==> src/rtl/hazard_forward_controller.sv <==
// rtl/hazard_forward_controller.sv - pipeline hazard detection, flush/stall control and ALU operand forwarding
module hazard_forward_controller #(
  parameter int ADDR_W = 5,
  parameter int CNT_W  = 16
) (
  input  logic              clock,
  input  logic              reset,
  input  logic [ADDR_W-1:0] decode_rs_address,
  input  logic [ADDR_W-1:0] decode_rt_address,
  input  logic              decode_uses_rs,
  input  logic              decode_uses_rt,
  input  logic [ADDR_W-1:0] execute_rs_address,
  input  logic [ADDR_W-1:0] execute_rt_address,
  input  logic [ADDR_W-1:0] execute_regfile_write_address,
  input  logic              execute_refile_write_en,
  input  logic              execute_ram_to_register_en,
  input  logic              execute_branch_taken,
  input  logic              multdiv_start,
  input  logic              multdiv_ready,
  output logic              pipeline_stall,
  output logic              execute_bubble_en,
  output logic              flush_en,
  output logic [1:0]        forward_a_select,
  output logic [1:0]        forward_b_select,
  output logic [CNT_W-1:0]  stall_count,
  output logic [CNT_W-1:0]  flush_count
);

  typedef enum logic [1:0] {
    RUN     = 2'd0,
    MD_WAIT = 2'd1,
    FLUSH   = 2'd2
  } state_t;

  localparam logic [1:0] SEL_REGFILE = 2'b00;
  localparam logic [1:0] SEL_MEM     = 2'b01;
  localparam logic [1:0] SEL_WB      = 2'b10;

  state_t state;
  state_t state_next;

  // Shadow copies of the destination fields held by the X/M and M/W latches.
  logic [ADDR_W-1:0] mem_addr;
  logic              mem_write_en;
  logic              mem_load;
  logic [ADDR_W-1:0] wb_addr;
  logic              wb_write_en;

  logic load_use_hazard;
  logic stall_raw;
  logic bubble_raw;
  logic flush_raw;

  function automatic logic [1:0] forward_select(
    input logic [ADDR_W-1:0] src,
    input logic [ADDR_W-1:0] m_addr,
    input logic              m_write_en,
    input logic              m_load,
    input logic [ADDR_W-1:0] w_addr,
    input logic              w_write_en
  );
    logic [1:0] sel;
    sel = SEL_REGFILE;
    if (src != '0) begin
      // A load in memory has no data yet; the stall lets it reach writeback first.
      if (m_write_en && (m_addr == src) && !m_load) begin
        sel = SEL_MEM;
      end else if (w_write_en && (w_addr == src)) begin
        sel = SEL_WB;
      end
    end
    return sel;
  endfunction

  always_comb begin
    load_use_hazard = 1'b0;
    if (execute_ram_to_register_en && execute_refile_write_en &&
        (execute_regfile_write_address != '0)) begin
      load_use_hazard =
        (decode_uses_rs && (decode_rs_address == execute_regfile_write_address)) ||
        (decode_uses_rt && (decode_rt_address == execute_regfile_write_address));
    end
  end

  always_comb begin
    state_next = state;
    stall_raw  = 1'b0;
    bubble_raw = 1'b0;
    flush_raw  = 1'b0;
    case (state)
      RUN: begin
        if (execute_branch_taken) begin
          // The decode instruction is killed, so any load-use match is moot.
          flush_raw  = 1'b1;
          state_next = FLUSH;
        end else begin
          stall_raw  = load_use_hazard;
          bubble_raw = load_use_hazard;
          if (multdiv_start && !multdiv_ready) begin
            state_next = MD_WAIT;
          end
        end
      end
      MD_WAIT: begin
        stall_raw = !multdiv_ready;
        if (multdiv_ready) begin
          state_next = RUN;
        end
      end
      FLUSH: begin
        state_next = RUN;
      end
      default: begin
        state_next = RUN;
      end
    endcase
  end

  // Reset forces the control outputs low without waiting for a clock edge.
  always_comb begin
    pipeline_stall    = stall_raw  && !reset;
    execute_bubble_en = bubble_raw && !reset;
    flush_en          = flush_raw  && !reset;
    forward_a_select  = 2'b00;
    forward_b_select  = 2'b00;
    if (!reset) begin
      forward_a_select = forward_select(execute_rs_address, mem_addr, mem_write_en,
                                        mem_load, wb_addr, wb_write_en);
      forward_b_select = forward_select(execute_rt_address, mem_addr, mem_write_en,
                                        mem_load, wb_addr, wb_write_en);
    end
  end

  always_ff @(posedge clock or posedge reset) begin
    if (reset) begin
      state <= RUN;
    end else begin
      state <= state_next;
    end
  end

  always_ff @(posedge clock or posedge reset) begin
    if (reset) begin
      mem_addr     <= '0;
      mem_write_en <= 1'b0;
      mem_load     <= 1'b0;
      wb_addr      <= '0;
      wb_write_en  <= 1'b0;
    end else if (state != MD_WAIT) begin
      mem_addr     <= execute_regfile_write_address;
      mem_write_en <= execute_refile_write_en;
      mem_load     <= execute_ram_to_register_en;
      wb_addr      <= mem_addr;
      wb_write_en  <= mem_write_en;
    end
  end

  always_ff @(posedge clock or posedge reset) begin
    if (reset) begin
      stall_count <= '0;
      flush_count <= '0;
    end else begin
      if (pipeline_stall && (stall_count != '1)) begin
        stall_count <= stall_count + CNT_W'(1);
      end
      if (flush_en && (flush_count != '1)) begin
        flush_count <= flush_count + CNT_W'(1);
      end
    end
  end

endmodule

==> config.mk <==
export PLATFORM = sky130hd
export DESIGN_NAME = hazard_forward_controller
export DESIGN_NICKNAME = d
export VERILOG_FILES = /design/src/rtl/hazard_forward_controller.sv
export SDC_FILE = /design/constraint.sdc
export NUM_CORES = 1
export LEC_CHECK = 0
export CAP_MARGIN = 0
export CORE_UTILIZATION = 45
export CTS_CLUSTER_SIZE = 28
export DETAILED_ROUTE_END_ITERATION = 8
export GPL_ROUTABILITY_DRIVEN = 0
export HOLD_SLACK_MARGIN = 0.15
export PLACE_DENSITY = 0.83
export SYNTH_ARGS = -nofsm -noshare
export SYNTH_HDL_FRONTEND = slang
export SYNTH_SLANG_ARGS = --single-unit
==> constraint.sdc <==
create_clock -name clock -period 2.98 [get_ports clock]
set_input_delay 0.596 -clock clock [delete_from_list [all_inputs] [get_ports clock]]
set_output_delay 0.596 -clock clock [all_outputs]
set_load 0.05 [all_outputs]
==> impl_metrics.xml, run 1 <==
<?xml version="1.0" encoding="UTF-8"?>
<metrics>
  <group name="power">
    <metric name="max-vdd-ir-drop" unit="mV">0.658</metric>
    <metric name="power.share.switching" unit="%">35.1</metric>
    <metric name="comb_power_share" unit="%">31.2</metric>
    <metric name="totalPowerFinal" unit="mW">1.74</metric>
    <metric name="leakagePower" unit="nW">1.55</metric>
    <metric name="share_clk_of_total_power" unit="%">23.2</metric>
    <metric name="power_switching" unit="mW">0.609</metric>
    <metric name="p_seq_share" unit="%">45.6</metric>
    <metric name="power-per-cell-area" unit="nW/µm²">481</metric>
    <metric name="intPower" unit="mW">1.13</metric>
  </group>
  <group name="sta">
    <metric name="final.period_utilization" unit="%">93.5</metric>
    <metric name="setup_violators_final" unit="">0</metric>
    <metric name="setup_repair_after_global_routing_missed_its_margin" unit="">false</metric>
    <metric name="timing_worst_slew_pin_value" unit="ns">0.505</metric>
    <metric name="setup_tns" unit="ns">0</metric>
    <metric name="drv_slew" unit="">0</metric>
    <metric name="maxClockFrequency" unit="GHz">0.359</metric>
    <metric name="post-route-min-period" unit="ns">2.79</metric>
    <metric name="worst_hold_slack" unit="ns">0.501</metric>
    <metric name="worst_clock_skew" unit="ns">0.00765</metric>
    <metric name="finalHoldViolCount" unit="">0</metric>
    <metric name="timing.slew.headroom" unit="%">66.3</metric>
  </group>
  <group name="clocking">
    <metric name="cts_hold_buf" unit="">0</metric>
    <metric name="clock_insertion_delay_worst_skew" unit="ns">0.30</metric>
    <metric name="clock_tree_from_tritoncts" unit="">yes</metric>
    <metric name="clkSlewWorstSetupHoldPaths" unit="ns">0.08</metric>
    <metric name="cts_buf_count" unit="">5</metric>
    <metric name="clkSinkCount" unit="">47</metric>
    <metric name="cts.htree.levels" unit="">2</metric>
    <metric name="cts.root.buffer_cell" unit="">sky130_fd_sc_hd__clkbuf_8</metric>
    <metric name="post_cts_resized" unit="">0</metric>
    <metric name="clk_path_buf_depth" unit="">2</metric>
    <metric name="cts.repair_timing.setup_buffer_count" unit="">0</metric>
  </group>
  <group name="yosys">
    <metric name="async_flop_share" unit="%">100</metric>
    <metric name="yosys.area.top_type" unit="">sky130_fd_sc_hd__dfrtp_1</metric>
    <metric name="synthesized_nets" unit="">273</metric>
    <metric name="netlist_instances" unit="">237</metric>
    <metric name="synth_cell_types" unit="">37</metric>
    <metric name="commonest_register_cell_after_synthesis" unit="">sky130_fd_sc_hd__dfrtp_1</metric>
    <metric name="postSynthRegisterBits" unit="">47</metric>
    <metric name="synth-seq-area-share" unit="%">44.6</metric>
    <metric name="synthesis.area" unit="µm²">2640</metric>
    <metric name="synth.area.top_cells" unit="">sky130_fd_sc_hd__dfrtp_1, sky130_fd_sc_hd__xor2_1, sky130_fd_sc_hd__xnor2_1</metric>
    <metric name="postSynthAreaPerCell" unit="µm²">11.1</metric>
    <metric name="number_of_enable_flip_flop_cells_after_synthesis" unit="">0</metric>
    <metric name="yosys_warnings" unit="">0</metric>
    <metric name="netlist.area_leader.share" unit="%">44.6</metric>
  </group>
  <group name="floorplan">
    <metric name="area_enclosed_by_the_die_boundary" unit="µm²">6170</metric>
    <metric name="floorplan.core_area" unit="µm²">5570</metric>
    <metric name="std_cell_rows" unit="">27</metric>
    <metric name="ioPinCount" unit="">73</metric>
    <metric name="dieWidth" unit="µm">78.5</metric>
    <metric name="dieHeight" unit="µm">78.5</metric>
    <metric name="floorplan.initialDensity" unit="%">47.3</metric>
  </group>
  <group name="critical_path">
    <metric name="critical-path-top-cell-by-count" unit="">sky130_fd_sc_hd__nor2_1</metric>
    <metric name="crit_slowest_cell" unit="">sky130_fd_sc_hd__or4_1</metric>
    <metric name="critPathRequiredTime" unit="ns">2.38</metric>
    <metric name="critical-path-max-stage-delay" unit="ns">0.55</metric>
    <metric name="max_fo_critical_path" unit="">3</metric>
    <metric name="worstPathArrival" unit="ns">2.19</metric>
    <metric name="worst_setup_path_end_kind" unit="">primary output</metric>
    <metric name="path_cells" unit="">clkdlybuf4s50_1, or4_1, nor2_1, nor2_1, and4_1, buf_4</metric>
    <metric name="criticalPathCategory" unit="">input port to primary output</metric>
    <metric name="worst_setup_path_start_kind" unit="">input port</metric>
  </group>
  <group name="layout">
    <metric name="layout.cells.most_common_list" unit="">sky130_fd_sc_hd__clkdlybuf4s50_1, sky130_fd_sc_hd__dfrtp_1, sky130_fd_sc_hd__xor2_1</metric>
    <metric name="layout.cell_area.non_filler" unit="µm²">3610</metric>
    <metric name="finalNetCount" unit="">353</metric>
    <metric name="area.growth.synth_to_final" unit="%">36.9</metric>
    <metric name="final_common_cell" unit="">sky130_fd_sc_hd__clkdlybuf4s50_1</metric>
    <metric name="n_antenna_cell" unit="">0</metric>
    <metric name="ratio_of_cells_with_drive_above_1_in_the_final_layout" unit="%">17.9</metric>
    <metric name="final_util" unit="%">64.7</metric>
  </group>
  <group name="run_status">
    <metric name="status" unit="">finished, final reports clean</metric>
  </group>
  <group name="min_path">
    <metric name="hold_path.class" unit="">flop to flop</metric>
  </group>
  <group name="detailed_routing">
    <metric name="ant_nets" unit="">0</metric>
    <metric name="drt-wirelength-per-cell" unit="µm">14.5</metric>
    <metric name="drt_first_iter_violations" unit="">83</metric>
    <metric name="via_count" unit="">2013</metric>
    <metric name="drc" unit="">0</metric>
    <metric name="first_pass_iters" unit="">4</metric>
    <metric name="avgViaCountPerCell" unit="">5.16</metric>
    <metric name="drt_wl_total" unit="µm">5640</metric>
  </group>
  <group name="run">
    <metric name="max_cap_violations" unit="">0</metric>
  </group>
  <group name="grt">
    <metric name="largest_net_degree_at_the_start_of_global_routing" unit="">32</metric>
    <metric name="grt_util_all_layers" unit="%">19.7</metric>
    <metric name="via_count_of_the_first_global_routing_pass" unit="">2014</metric>
    <metric name="overflow" unit="">0</metric>
    <metric name="grt_pass1_wl" unit="µm">9560</metric>
    <metric name="antenna_violations_before_repair" unit="">0</metric>
  </group>
  <group name="placement">
    <metric name="detailedPlacementHpwl" unit="µm">4400</metric>
    <metric name="numPortBuffers" unit="">72</metric>
    <metric name="post_dp_cell_area" unit="µm²">3510</metric>
  </group>
</metrics>
[metal layers]
layer / global-route usage, % / wire [µm]
met3: 4.65 / 306
met4: 6.11 / 79
met1: 25.6 / 2610
met5: 0 / 0
met2: 32.3 / 2640
[power by group through the flow]
stage | logic (mW) | clock network [mW] | registers [mW]
after global routing | 0.577 | 0.439 | 0.804
after CTS | 0.547 | 0.410 | 0.792
after global placement | 0.536 | 0 | 0.799
after floorplan | 0.177 | 0 | 0.958
final | 0.541 | 0.403 | 0.792
after detailed placement | 0.545 | 0 | 0.803
[sequential cells by signal, indices dropped and copies added, names as in the netlist]
register,cells
mem_write_en,1
state,2
wb_addr,5
wb_write_en,1
mem_addr,5
mem_load,1
stall_count,16
flush_count,16
[cell families (layout without fill, tap and decap cells)]
logic type	Yosys count	after routing	synth area share, %
mux	15	15	6.41
fa+ha+maj	2	2	0.950
simple gates	95	95	23.4
xor+xnor	60	60	19.9
flops	47	47	44.6
compound gates	7	7	2.52
buf+inv	11	92	2.18
[metrics by stage]
step	setup WS [ns]	cells
2_1_floorplan	0.194	237
3_3_place_gp	0.186	382
3_5_place_dp	0.178	382
4_1_cts	0.177	390
5_1_grt	0.0806	390
6_report	0.192	390
[cells in the mapped netlist (2+ instances only)]
library cell and count:
sky130_fd_sc_hd__clkbuf_1 2, sky130_fd_sc_hd__dfrtp_1 47, sky130_fd_sc_hd__and3_1 3, sky130_fd_sc_hd__ha_1 2, sky130_fd_sc_hd__xor2_1 31, sky130_fd_sc_hd__nand3_2 2, sky130_fd_sc_hd__buf_6 2, sky130_fd_sc_hd__nand3_1 15
sky130_fd_sc_hd__nand4_1 7, sky130_fd_sc_hd__nor3_2 8, sky130_fd_sc_hd__nor4_1 7, sky130_fd_sc_hd__or4_1 2, sky130_fd_sc_hd__nor4_2 2, sky130_fd_sc_hd__nor2_1 13, sky130_fd_sc_hd__nand2_1 15, sky130_fd_sc_hd__nor3b_2 3
sky130_fd_sc_hd__and4_1 3, sky130_fd_sc_hd__nor3_1 7, sky130_fd_sc_hd__xnor2_1 29, sky130_fd_sc_hd__mux2_2 14, sky130_fd_sc_hd__inv_1 6, sky130_fd_sc_hd__nor2b_1 2
[critical path, delay by kind of cell]
kind	cells	cell delay, ns
AND/OR/NAND/NOR	4	0.94
buffers and inverters	2	0.65
[final cells by class]
class	count	area (µm²)
clock buffer	7	86.3
clock inverter	1	8.76
tap	72	90.1
multi-input combinational	179	1400
fill	459	1970
sequential	47	1180
timing repair buffer	78	823
inverter	6	22.5
[final timing paths]
check / slack (ns) / startpoint / endpoint / cells after the start
hold reg to reg: 0.50 / flush_count[4]$_DFFE_PP0P_ / flush_count[4]$_DFFE_PP0P_ / 1
max in group asynchronous: 1.67 / reset / flush_count[5]$_DFFE_PP0P_ / 4
hold / removal: 0.50 / flush_count[4]$_DFFE_PP0P_ / flush_count[4]$_DFFE_PP0P_ / 1
min in group asynchronous: 0.82 / reset / stall_count[13]$_DFFE_PP0P_ / 3
setup reg to reg: 0.89 / state[1]$_DFFE_PP0P_ / stall_count[11]$_DFFE_PP0P_ / 7
setup / recovery: 0.19 / execute_rt_address[1] / forward_b_select[1] / 6
Note: power is estimated with default switching activity, not from simulation.
==> run 2: changes to the inputs <==
--- a/config.mk
+++ b/config.mk
@@ -5,8 +5,10 @@
 export SDC_FILE = /design/constraint.sdc
 export NUM_CORES = 1
 export LEC_CHECK = 0
+export ABC_CLOCK_PERIOD_IN_PS = 2980
 export CAP_MARGIN = 0
 export CORE_UTILIZATION = 45
+export CTS_BUF_LIST = sky130_fd_sc_hd__clkbuf_4
 export CTS_CLUSTER_SIZE = 28
 export DETAILED_ROUTE_END_ITERATION = 8
 export GPL_ROUTABILITY_DRIVEN = 0
==> run 2 against run 1 <==
Combinational power hardly changed. Total power decreased by 6.1%. Hold slack better by 0.0057 ns. Design area shrank 1.0%. Core utilization shrank 0.67 points. Fmax about the same.
==> impl_metrics.xml, run 2 (synthesis results as in run 1) <==
<?xml version="1.0" encoding="UTF-8"?>
<metrics>
  <group name="grt">
    <metric name="largest_net_degree_at_the_start_of_global_routing" unit="">32</metric>
    <metric name="grt_util_all_layers" unit="%">19.6</metric>
    <metric name="via_count_of_the_first_global_routing_pass" unit="">2022</metric>
    <metric name="antenna_violations_before_repair" unit="">0</metric>
    <metric name="grt_pass1_wl" unit="µm">9520</metric>
    <metric name="overflow" unit="">0</metric>
  </group>
  <group name="clocking">
    <metric name="clkSinkCount" unit="">47</metric>
    <metric name="cts_buf_count" unit="">5</metric>
    <metric name="cts.root.buffer_cell" unit="">sky130_fd_sc_hd__clkbuf_4</metric>
    <metric name="cts.htree.levels" unit="">2</metric>
    <metric name="clock_tree_from_tritoncts" unit="">yes</metric>
    <metric name="cts_hold_buf" unit="">0</metric>
    <metric name="clkSlewWorstSetupHoldPaths" unit="ns">0.13</metric>
    <metric name="cts.repair_timing.setup_buffer_count" unit="">0</metric>
    <metric name="post_cts_resized" unit="">0</metric>
    <metric name="clk_path_buf_depth" unit="">2</metric>
    <metric name="clock_insertion_delay_worst_skew" unit="ns">0.36</metric>
  </group>
  <group name="detailed_routing">
    <metric name="via_count" unit="">2009</metric>
    <metric name="first_pass_iters" unit="">4</metric>
    <metric name="drt_wl_total" unit="µm">5560</metric>
    <metric name="drt_first_iter_violations" unit="">72</metric>
    <metric name="avgViaCountPerCell" unit="">5.15</metric>
    <metric name="drt-wirelength-per-cell" unit="µm">14.3</metric>
    <metric name="ant_nets" unit="">0</metric>
    <metric name="drc" unit="">0</metric>
  </group>
  <group name="layout">
    <metric name="fillers" unit="">462</metric>
    <metric name="final_common_cell" unit="">sky130_fd_sc_hd__clkdlybuf4s50_1</metric>
    <metric name="register_area" unit="µm²">1180</metric>
    <metric name="area.growth.synth_to_final" unit="%">35.5</metric>
    <metric name="layout.cell_area.non_filler" unit="µm²">3570</metric>
    <metric name="ratio_of_cells_with_drive_above_1_in_the_final_layout" unit="%">17.9</metric>
    <metric name="n_antenna_cell" unit="">0</metric>
    <metric name="finalNetCount" unit="">353</metric>
    <metric name="multiInputGateArea" unit="µm²">1400</metric>
    <metric name="layout.cells.most_common_list" unit="">sky130_fd_sc_hd__clkdlybuf4s50_1, sky130_fd_sc_hd__dfrtp_1, sky130_fd_sc_hd__xor2_1</metric>
    <metric name="top_regs" unit="">flush_count: 16 flops, stall_count: 16 flops</metric>
  </group>
  <group name="sta">
    <metric name="timing.slew.headroom" unit="%">66.2</metric>
    <metric name="setup_repair_after_global_routing_missed_its_margin" unit="">false</metric>
    <metric name="timing_worst_slew_pin_value" unit="ns">0.505</metric>
    <metric name="setup_tns" unit="ns">0</metric>
    <metric name="finalHoldViolCount" unit="">0</metric>
    <metric name="post-route-min-period" unit="ns">2.79</metric>
    <metric name="drv_slew" unit="">0</metric>
    <metric name="maxClockFrequency" unit="GHz">0.359</metric>
    <metric name="worst_hold_slack" unit="ns">0.506</metric>
    <metric name="final.period_utilization" unit="%">93.5</metric>
    <metric name="fin_ws" unit="ns">0.192</metric>
    <metric name="setup_violators_final" unit="">0</metric>
    <metric name="worst_clock_skew" unit="ns">0.00918</metric>
  </group>
  <group name="critical_path">
    <metric name="worstPathArrival" unit="ns">2.19</metric>
    <metric name="cp-startpoint" unit="">execute_rt_address[1]</metric>
    <metric name="max_fo_critical_path" unit="">3</metric>
    <metric name="worst_setup_path_end_kind" unit="">primary output</metric>
    <metric name="path_cells" unit="">clkdlybuf4s50_1, or4_1, nor2_1, nor2_1, and4_1, buf_4</metric>
    <metric name="worst_setup_path_start_kind" unit="">input port</metric>
    <metric name="timing.rr.end" unit="">stall_count[11]$_DFFE_PP0P_</metric>
    <metric name="r2r.worst_path.cells" unit="">7</metric>
    <metric name="crit_slowest_cell" unit="">sky130_fd_sc_hd__or4_1</metric>
    <metric name="critical-path-top-cell-by-count" unit="">sky130_fd_sc_hd__nor2_1</metric>
    <metric name="endpoint" unit="">forward_b_select[1]</metric>
    <metric name="criticalPathCategory" unit="">input port to primary output</metric>
    <metric name="timing.rr.start" unit="">state[1]$_DFFE_PP0P_</metric>
    <metric name="slack_of_the_worst_reg_to_reg_path" unit="ns">0.90</metric>
    <metric name="critPathRequiredTime" unit="ns">2.38</metric>
    <metric name="critical-path-max-stage-delay" unit="ns">0.55</metric>
  </group>
  <group name="placement">
    <metric name="detailedPlacementHpwl" unit="µm">4400</metric>
    <metric name="numPortBuffers" unit="">72</metric>
    <metric name="dpl_worst_slack" unit="ns">0.178</metric>
    <metric name="post_dp_cell_area" unit="µm²">3510</metric>
  </group>
  <group name="power">
    <metric name="power.share.switching" unit="%">36.4</metric>
    <metric name="leakagePower" unit="nW">1.53</metric>
    <metric name="intPower" unit="mW">1.04</metric>
    <metric name="power_switching" unit="mW">0.593</metric>
    <metric name="max-vdd-ir-drop" unit="mV">0.752</metric>
    <metric name="power-per-cell-area" unit="nW/µm²">457</metric>
    <metric name="comb_power_share" unit="%">33.2</metric>
    <metric name="share_clk_of_total_power" unit="%">18.2</metric>
    <metric name="p_seq_share" unit="%">48.6</metric>
  </group>
  <group name="min_path">
    <metric name="hold_path.class" unit="">flop to flop</metric>
  </group>
  <group name="floorplan">
    <metric name="ioPinCount" unit="">73</metric>
    <metric name="dieWidth" unit="µm">78.5</metric>
    <metric name="area_enclosed_by_the_die_boundary" unit="µm²">6170</metric>
    <metric name="floorplan.initialDensity" unit="%">47.3</metric>
    <metric name="dieHeight" unit="µm">78.5</metric>
    <metric name="floorplan.core_area" unit="µm²">5570</metric>
    <metric name="std_cell_rows" unit="">27</metric>
  </group>
  <group name="run_status">
    <metric name="status" unit="">finished, final reports clean</metric>
  </group>
  <group name="run">
    <metric name="max_cap_violations" unit="">0</metric>
  </group>
</metrics>
[run 2: cell count changes in the layout (fill, tap and decap cells not counted)]
cell                       before  now
sky130_fd_sc_hd__clkinv_1       0    1
sky130_fd_sc_hd__clkbuf_4       0    6
sky130_fd_sc_hd__clkbuf_1       1    0
sky130_fd_sc_hd__clkbuf_8       6    0
[run 2: area by class of cell]
| type | count | share of cell area [%] |
|---|---|---|
| clock buffer | 6 | 1.26 |
| sequential | 47 | 32.9 |
| inverter | 6 | 0.631 |
| timing repair buffer | 78 | 23.1 |
| tap | 72 | 2.52 |
| clock inverter | 2 | 0.350 |
| multi-input combinational | 179 | 39.2 |
[run 2: worst min-delay path by stage]
stage | start | end | slack, ns | cells past startpoint
after detailed placement | flush_count[6]$_DFFE_PP0P_ | flush_count[6]$_DFFE_PP0P_ | 0.48 | 1
after floorplan | wb_write_en$_DFFE_PP0P_ | wb_write_en$_DFFE_PP0P_ | 0.47 | 1
final | flush_count[6]$_DFFE_PP0P_ | flush_count[6]$_DFFE_PP0P_ | 0.51 | 1
after global placement | flush_count[4]$_DFFE_PP0P_ | flush_count[4]$_DFFE_PP0P_ | 0.48 | 1
after CTS | flush_count[4]$_DFFE_PP0P_ | flush_count[4]$_DFFE_PP0P_ | 0.50 | 1
after global routing | stall_count[12]$_DFFE_PP0P_ | stall_count[12]$_DFFE_PP0P_ | 0.53 | 1
[run 2: stage by stage]
stage / utilization, % / power [mW] / std cells
2_1_floorplan: - / 1.13 / 237
3_3_place_gp: 63.0 / 1.33 / 382
3_5_place_dp: 63.0 / 1.35 / 382
4_1_cts: 64.1 / 1.65 / 390
5_1_grt: 64.1 / 1.72 / 390
6_report: 64.1 / 1.63 / 390
[run 2: layer usage]
metal	routed length, µm	part of all wire [%]	vias up	global-route usage [%]
li1	-	-	985	-
met5	0	0	-	0
met4	73	1.3	0	5.56
met3	313	5.6	8	5.00
met2	2650	48	56	32.5
met1	2530	45	960	25.1
[run 2: worst max-delay path: cells and delay by family]
family | cells | cell delay [ns]
and+or+nand+nor | 4 | 0.94
buffers and inverters | 2 | 0.65
[run 2: power by group through the flow]
stage / clock (mW) / sequential (mW) / combinational (mW)
floorplan: 0 / 0.958 / 0.177
global placement: 0 / 0.799 / 0.536
detailed placement: 0 / 0.803 / 0.545
CTS: 0.308 / 0.792 / 0.547
global route: 0.337 / 0.804 / 0.577
finish: 0.297 / 0.792 / 0.541
==> run 3: changes to the inputs <==
--- a/config.mk
+++ b/config.mk
@@ -6,7 +6,7 @@
 export NUM_CORES = 1
 export LEC_CHECK = 0
 export ABC_CLOCK_PERIOD_IN_PS = 2980
-export CAP_MARGIN = 0
+export CAP_MARGIN = 20
 export CORE_UTILIZATION = 45
 export CTS_BUF_LIST = sky130_fd_sc_hd__clkbuf_4
 export CTS_CLUSTER_SIZE = 28
@@ -17,3 +17,4 @@
 export SYNTH_ARGS = -nofsm -noshare
 export SYNTH_HDL_FRONTEND = slang
 export SYNTH_SLANG_ARGS = --single-unit
+export TNS_END_PERCENT = 50
==> results of run 3 <==
No change in the layout: final DEF, timing and power equal those of run 2.
==> variant 1 (settings of run 3) <==
Set the parameter `CNT_W` to 18 (it was 16).
--- a/src/rtl/hazard_forward_controller.sv
+++ b/src/rtl/hazard_forward_controller.sv
@@ -1,7 +1,7 @@
 // rtl/hazard_forward_controller.sv - pipeline hazard detection, flush/stall control and ALU operand forwarding
 module hazard_forward_controller #(
   parameter int ADDR_W = 5,
-  parameter int CNT_W  = 16
+  parameter int CNT_W  = 18
 ) (
   input  logic              clock,
   input  logic              reset,
Ports: changed (resized flush_count and stall_count); port bits go from 73 to 77. No check against the original RTL was run, so the function may have changed too.
==> variant 1 against run 3 <==
Wire length is 14% higher. Highest routed layer unchanged. Design area rose by 5.8%. Sequential cell count rose by 4. Synthesized area increased by 4.9%. Total power increased by 7.0%. Worst setup slack got worse by 66 ps. Via count grew 8.6%. Count of clock-buffer cells in the layout fell by 1. Largest cell class unchanged.
==> variant 1: results (changes against run 3) <==
Parameter                              Value

Run status
  Result of the run ... finished, final reports clean

Placement
  Post-detail-place hpwl ... 5.01 mm (+14%)
  Port Buffers ... 76 (+5.6%)
  Setup slack after placement ... 123 ps (-54.8 ps)
  Cell total after placement ... 412 (+7.9%)

Timing
  Ratio of final minimum period to clock period ... 95.8% (+2.2 points)
  Clk_skew ... 11.1 ps (+1.87 ps)
  Max-Slew Margin vs Limit ... 63.4% (-2.8 points)

Worst setup path
  FF-to-FF End ... stall_count[7]
  WP data arrival ... 2260 ps (+70 ps)
  Reg2reg setup slack ... 770 ps (-130 ps)
  Worst flop-to-flop path startpoint ... stall_count[0]
  Critical path endpoint ... pipeline_stall
  First element of the critical path ... execute_regfile_write_address[2]
  Slowest Stage Delay on Critical Path ... 510 ps (-40 ps)
  Highest net fanout along the worst path ... 4 (+1)

Route
  Number of vias in the routed layout ... 2181 (+8.6%)
  Initial drt markers ... 61 (-15%)
  Average wire length per cell after detail routing ... 15.2 um (+6.6%)

Cells and area
  Count of filler cells inserted in the layout ... 490 (+6.1%)
  Largest registers in the final layout ... flush_count (18), stall_count (18)
  Layout cells sized above 1 ... 15.4% (-2.5 points)
  Number of nets in the layout ... 380 (+7.6%)
  Number of non-filler instances in the completed layout ... 419 (+7.4%)

Synthesis
  Share of synthesized area spent on multiplexers ... 5.70% (-0.71 points)
  Distinct cells, synth ... 36 (-2.7%)
  Dominant cells by area after synthesis ... dfrtp_1, xor2_1, xnor2_1
  Post-Synth XOR/XNOR Area ... 20.3% (+0.33 points)
  Avg Synthesized Cell Area ... 10.8 um2 (-2.9%)
  Share of synthesized area occupied by flip-flops and latches ... 46.2% (+1.5 points)
  Number of synthesis warnings ... 0 (unchanged)
  Synth cell count leaders ... dfrtp_1, xor2_1, xnor2_1
  Complex-gate fraction of the synthesized area ... 1.45% (-1.1 points)
  Adder-cell share of the synthesized area ... 0.905% (-0.045 points)
  Syn Nets ... 292 (+7.0%)

Clocking
  CTS H-tree lvls ... 2 (unchanged)

Power
  Switching portion of total power ... 37.3% (+0.89 points)
  Pleak ... 0.00159 uW (+3.4%)
  Part of the power in combinational logic ... 34.0% (+0.8 points)
  Worst vdd rail ir drop ... 272 uV (-64%)

Global route
  First-pass GRT wire length ... 10.5 mm (+11%)
  Maximum number of pins on one net before global-route repair ... 29 (-9.4%)
  Total global routing track utilization ... 21.5% (+1.9 points)
variant 1: changes by cell type after synthesis, sizes merged, moves of 4 or more:
cell          run 3  this run
nor3             15        21
nor4             10         4
and4              3         7
nand2            15        19
nor2             13        19
dfrtp            47        51
variant 1: per-stage QoR:
step / instance area, um2 / power [uW] / hold WS [ps]
final: 3780 / 1740 / 501
after global routing: 3780 / 1850 / 515
after CTS: 3770 / 1760 / 500
after detailed placement: 3720 / 1480 / 483
after global placement: 3720 / 1470 / 472
after floorplan: 2770 / 1230 / 473
variant 1: metal layers:
| metal | vias up | wire [um] | part of all wire (%) | global-route usage, % |
|---|---|---|---|---|
| met5 | - | 0 | 0 | 0 |
| met3 | 10 | 393 | 6.2 | 5.45 |
| met4 | 0 | 120 | 1.9 | 6.79 |
| met2 | 62 | 3030 | 48 | 34.7 |
| li1 | 1061 | - | - | - |
| met1 | 1048 | 2830 | 44 | 28.0 |
variant 1: cell type report:
cell class	count	area, um2	share of cell area, %
sequential	51	1280	33.8
inverter	7	26.3	0.696
timing repair buffer	84	878	23.3
multi-input combinational	195	1460	38.6
tap	75	93.8	2.48
clock buffer	5	37.5	0.994
clock inverter	2	8.76	0.232
variant 1: power by group through the flow:
| stage | Sequential (uW) | Combinational, uW | Clock [uW] |
|---|---|---|---|
| 6_report | 871 | 593 | 281 |
| 3_3_place_gp | 882 | 584 | 0 |
| 2_1_floorplan | 1060 | 168 | 0 |
| 3_5_place_dp | 885 | 596 | 0 |
| 5_1_grt | 889 | 628 | 329 |
| 4_1_cts | 871 | 599 | 293 |
variant 1: worst max-delay path, delay by kind of cell:
family	cells	cell delay [ps]
buffers and inverters	3	740
AO/OA/AOI/OAI	1	200
AND/OR/NAND/NOR	3	720
==> variant 2 (settings of run 3) <==
Made on the original files. The 3 states of `state_t` get a one-hot encoding in 3 bits.
--- a/src/rtl/hazard_forward_controller.sv
+++ b/src/rtl/hazard_forward_controller.sv
@@ -26,10 +26,10 @@
   output logic [CNT_W-1:0]  flush_count
 );
 
-  typedef enum logic [1:0] {
-    RUN     = 2'd0,
-    MD_WAIT = 2'd1,
-    FLUSH   = 2'd2
+  typedef enum logic [2:0] {
+    RUN     = 3'b001,
+    MD_WAIT = 3'b010,
+    FLUSH   = 3'b100
   } state_t;
 
   localparam logic [1:0] SEL_REGFILE = 2'b00;
Function: same outputs for any inputs over 10 cycles, from zero or initial values and one cycle with reset high; not proved beyond that.
==> variant 2 against run 3 <==
Register-to-register slack worse by 30 ps. Clock skew is 1.4 ps lower. Wire length is 5.4% higher. Global-route usage is 1.2 points higher. Synthesized cell count is 2.1% higher. Total power is 9.7% higher. Synthesized area hardly changed. Design area is 2.7% higher. Worst setup slack worse by 96 ps. Sequential cell count is 1 higher.
==> variant 2: results (changes against run 3) <==
Parameter                              Value

Run status
  Result of the run ... finished, final reports clean

Clocking
  CTS H-tree lvls ... 2 (unchanged)
  Root buf cell ... clkbuf_4
  Clk_lat worst skew ... 360 ps (about the same)
  CTS clk-pin slew, worst paths ... 130 ps (about the same)
  Clock Path Buffers ... 2 (unchanged)
  Number of clock buffers inserted by TritonCTS ... 5 (unchanged)

Cells and area
  Largest registers in the final layout ... flush_count (16), stall_count (16)
  Layout cells sized above 1 ... 16.5% (-1.4 points)
  Diode insertion count for antenna repair ... 0 (unchanged)
  Number of nets in the layout ... 362 (+2.5%)

Power
  Pleak ... 0.00152 uW (-0.88%)
  Worst vdd rail ir drop ... 637 uV (-15%)

Worst setup path
  Worst flop-to-flop path startpoint ... state[0]
  Highest net fanout along the worst path ... 4 (+1)
  Reg2reg setup slack ... 870 ps (-30 ps)
  WP data arrival ... 2290 ps (+100 ps)
  FF-to-FF End ... stall_count[11]
  R2R cell count ... 7 (unchanged)

Synthesis
  Number of synthesis warnings ... 0 (unchanged)
  Share of synthesized area occupied by flip-flops and latches ... 45.7% (+1.0 points)
  Distinct cells, synth ... 43 (+16%)
  Dominant cells by area after synthesis ... dfrtp_1, xnor2_1, xor2_1
  Fraction of registers with async set/reset ... 100% (unchanged)
  Dominant synthesized flop cell ... dfrtp_1
  Syn Nets ... 278 (+1.8%)
  Synth cell count leaders ... dfrtp_1, xnor2_1, xor2_1

Route
  Pre-antenna DRT Iters ... 4 (unchanged)
  Number of vias in the routed layout ... 2093 (+4.2%)
  Routed wire length ... 5.87 mm (+5.4%)
  Initial drt markers ... 97 (+35%)

Global route
  Total global routing track utilization ... 20.8% (+1.2 points)
  Via count of the first global-routing pass ... 2167 (+7.2%)
  Maximum number of pins on one net before global-route repair ... 27 (-16%)
  First-pass GRT wire length ... 10.1 mm (+5.8%)
  Number of antenna violations at the first check in global routing ... 0 (unchanged)

Min path
  Beginning of the worst hold path ... stall_count[4]
  Class of the worst hold path ... reg -> reg
  Capture endpoint of the worst hold path ... stall_count[4]
  Hold Path Cell Cnt ... 1 (unchanged)

Timing
  Max-Slew Margin vs Limit ... 60.4% (-5.9 points)
  Clk_skew ... 7.81 ps (-1.38 ps)
  Hold Worst Slack ... 508 ps (+1.69 ps)

Placement
  Port Buffers ... 72 (unchanged)
  Post-detail-place hpwl ... 4.49 mm (+2.1%)
-- variant 2: cell types whose count changed in the layout (fill, tap and decap cells not counted), sizes merged, moves of 3 or more --
| cell | change |
|---|---|
| nand3 | -7 |
| nand2b | +3 |
| nor2 | +6 |
| or4 | +3 |
| nor4 | -3 |
| xor2 | -5 |
| nor3 | -9 |
| nor3b | +3 |
| xnor2 | +5 |
| bufinv | +3 |
| nand4 | +3 |
| and3 | -3 |
-- variant 2: per-stage QoR --
| stage | std cells | utilization (%) | area, um2 | power, uW | setup slack (ps) |
|---|---|---|---|---|---|
| CTS | 399 | 65.7 | 3660 | 1800 | 50.0 |
| finish | 399 | 65.8 | 3670 | 1790 | 96.2 |
| global placement | 391 | 63.4 | 3530 | 1240 | 94.7 |
| detailed placement | 391 | 63.4 | 3530 | 1250 | 72.5 |
| global route | 399 | 65.8 | 3670 | 1870 | 3.83 |
| floorplan | 242 | - | 2630 | 1060 | 84.6 |
-- variant 2: per-layer routing --
layer | GRT usage (%) | part of all wire (%) | vias up
li1 | - | - | 1020
met1 | 25.8 | 45 | 1001
met2 | 35.4 | 47 | 63
met3 | 5.00 | 6.3 | 9
met4 | 6.48 | 1.7 | 0
met5 | 0 | 0 | -
-- variant 2: what timing repair did --
item	4_1_cts	5_1_grt
setup endpoints to repair	0	1
resized for setup	0	2
buffers inserted	0	0
-- variant 2: worst max-delay path: stages --
cell	delay, ps
clkdlybuf4s50_1	500
or4_1	590
o211ai_2	190
nor2b_2	70
and2_1	190
buf_12	150
-- variant 2: layout make-up --
| cell class | instances | area [um2] |
|---|---|---|
| clock inverters | 3 | 90.1 |
| multi-input cells | 186 | 1410 |
| clock buffers | 5 | 37.5 |
| inverters | 6 | 22.5 |
| flip-flops and latches | 48 | 1200 |
| well taps | 72 | 90.1 |
| fillers | 456 | 1910 |
| repair buffers | 79 | 818 |
-- variant 2: kinds of logic after synthesis --
kind of cell / share of synthesized area (%)
mux: 6.42
simple gates: 21.9
xor+xnor: 20.0
compound gates: 3.99
buf+inv: 1.14
flops: 45.7
fa+ha+maj: 0.950
-- variant 2: how the worst max path moves through the flow --
stage | from | to | slack (ps) | depth (start not counted)
2_1_floorplan | reset | flush_count[10] | 80 | 7
3_3_place_gp | execute_regfile_write_address[3] | pipeline_stall | 90 | 8
3_5_place_dp | execute_regfile_write_address[3] | pipeline_stall | 70 | 8
4_1_cts | execute_regfile_write_address[3] | pipeline_stall | 50 | 8
5_1_grt | execute_regfile_write_address[3] | pipeline_stall | 4 | 8
6_report | execute_regfile_write_address[0] | execute_bubble_en | 100 | 6
-- variant 2: where the power goes --
group          internal (uW)  switching [uW]
clock network            346             204
logic                    204             246
registers                709            79.4
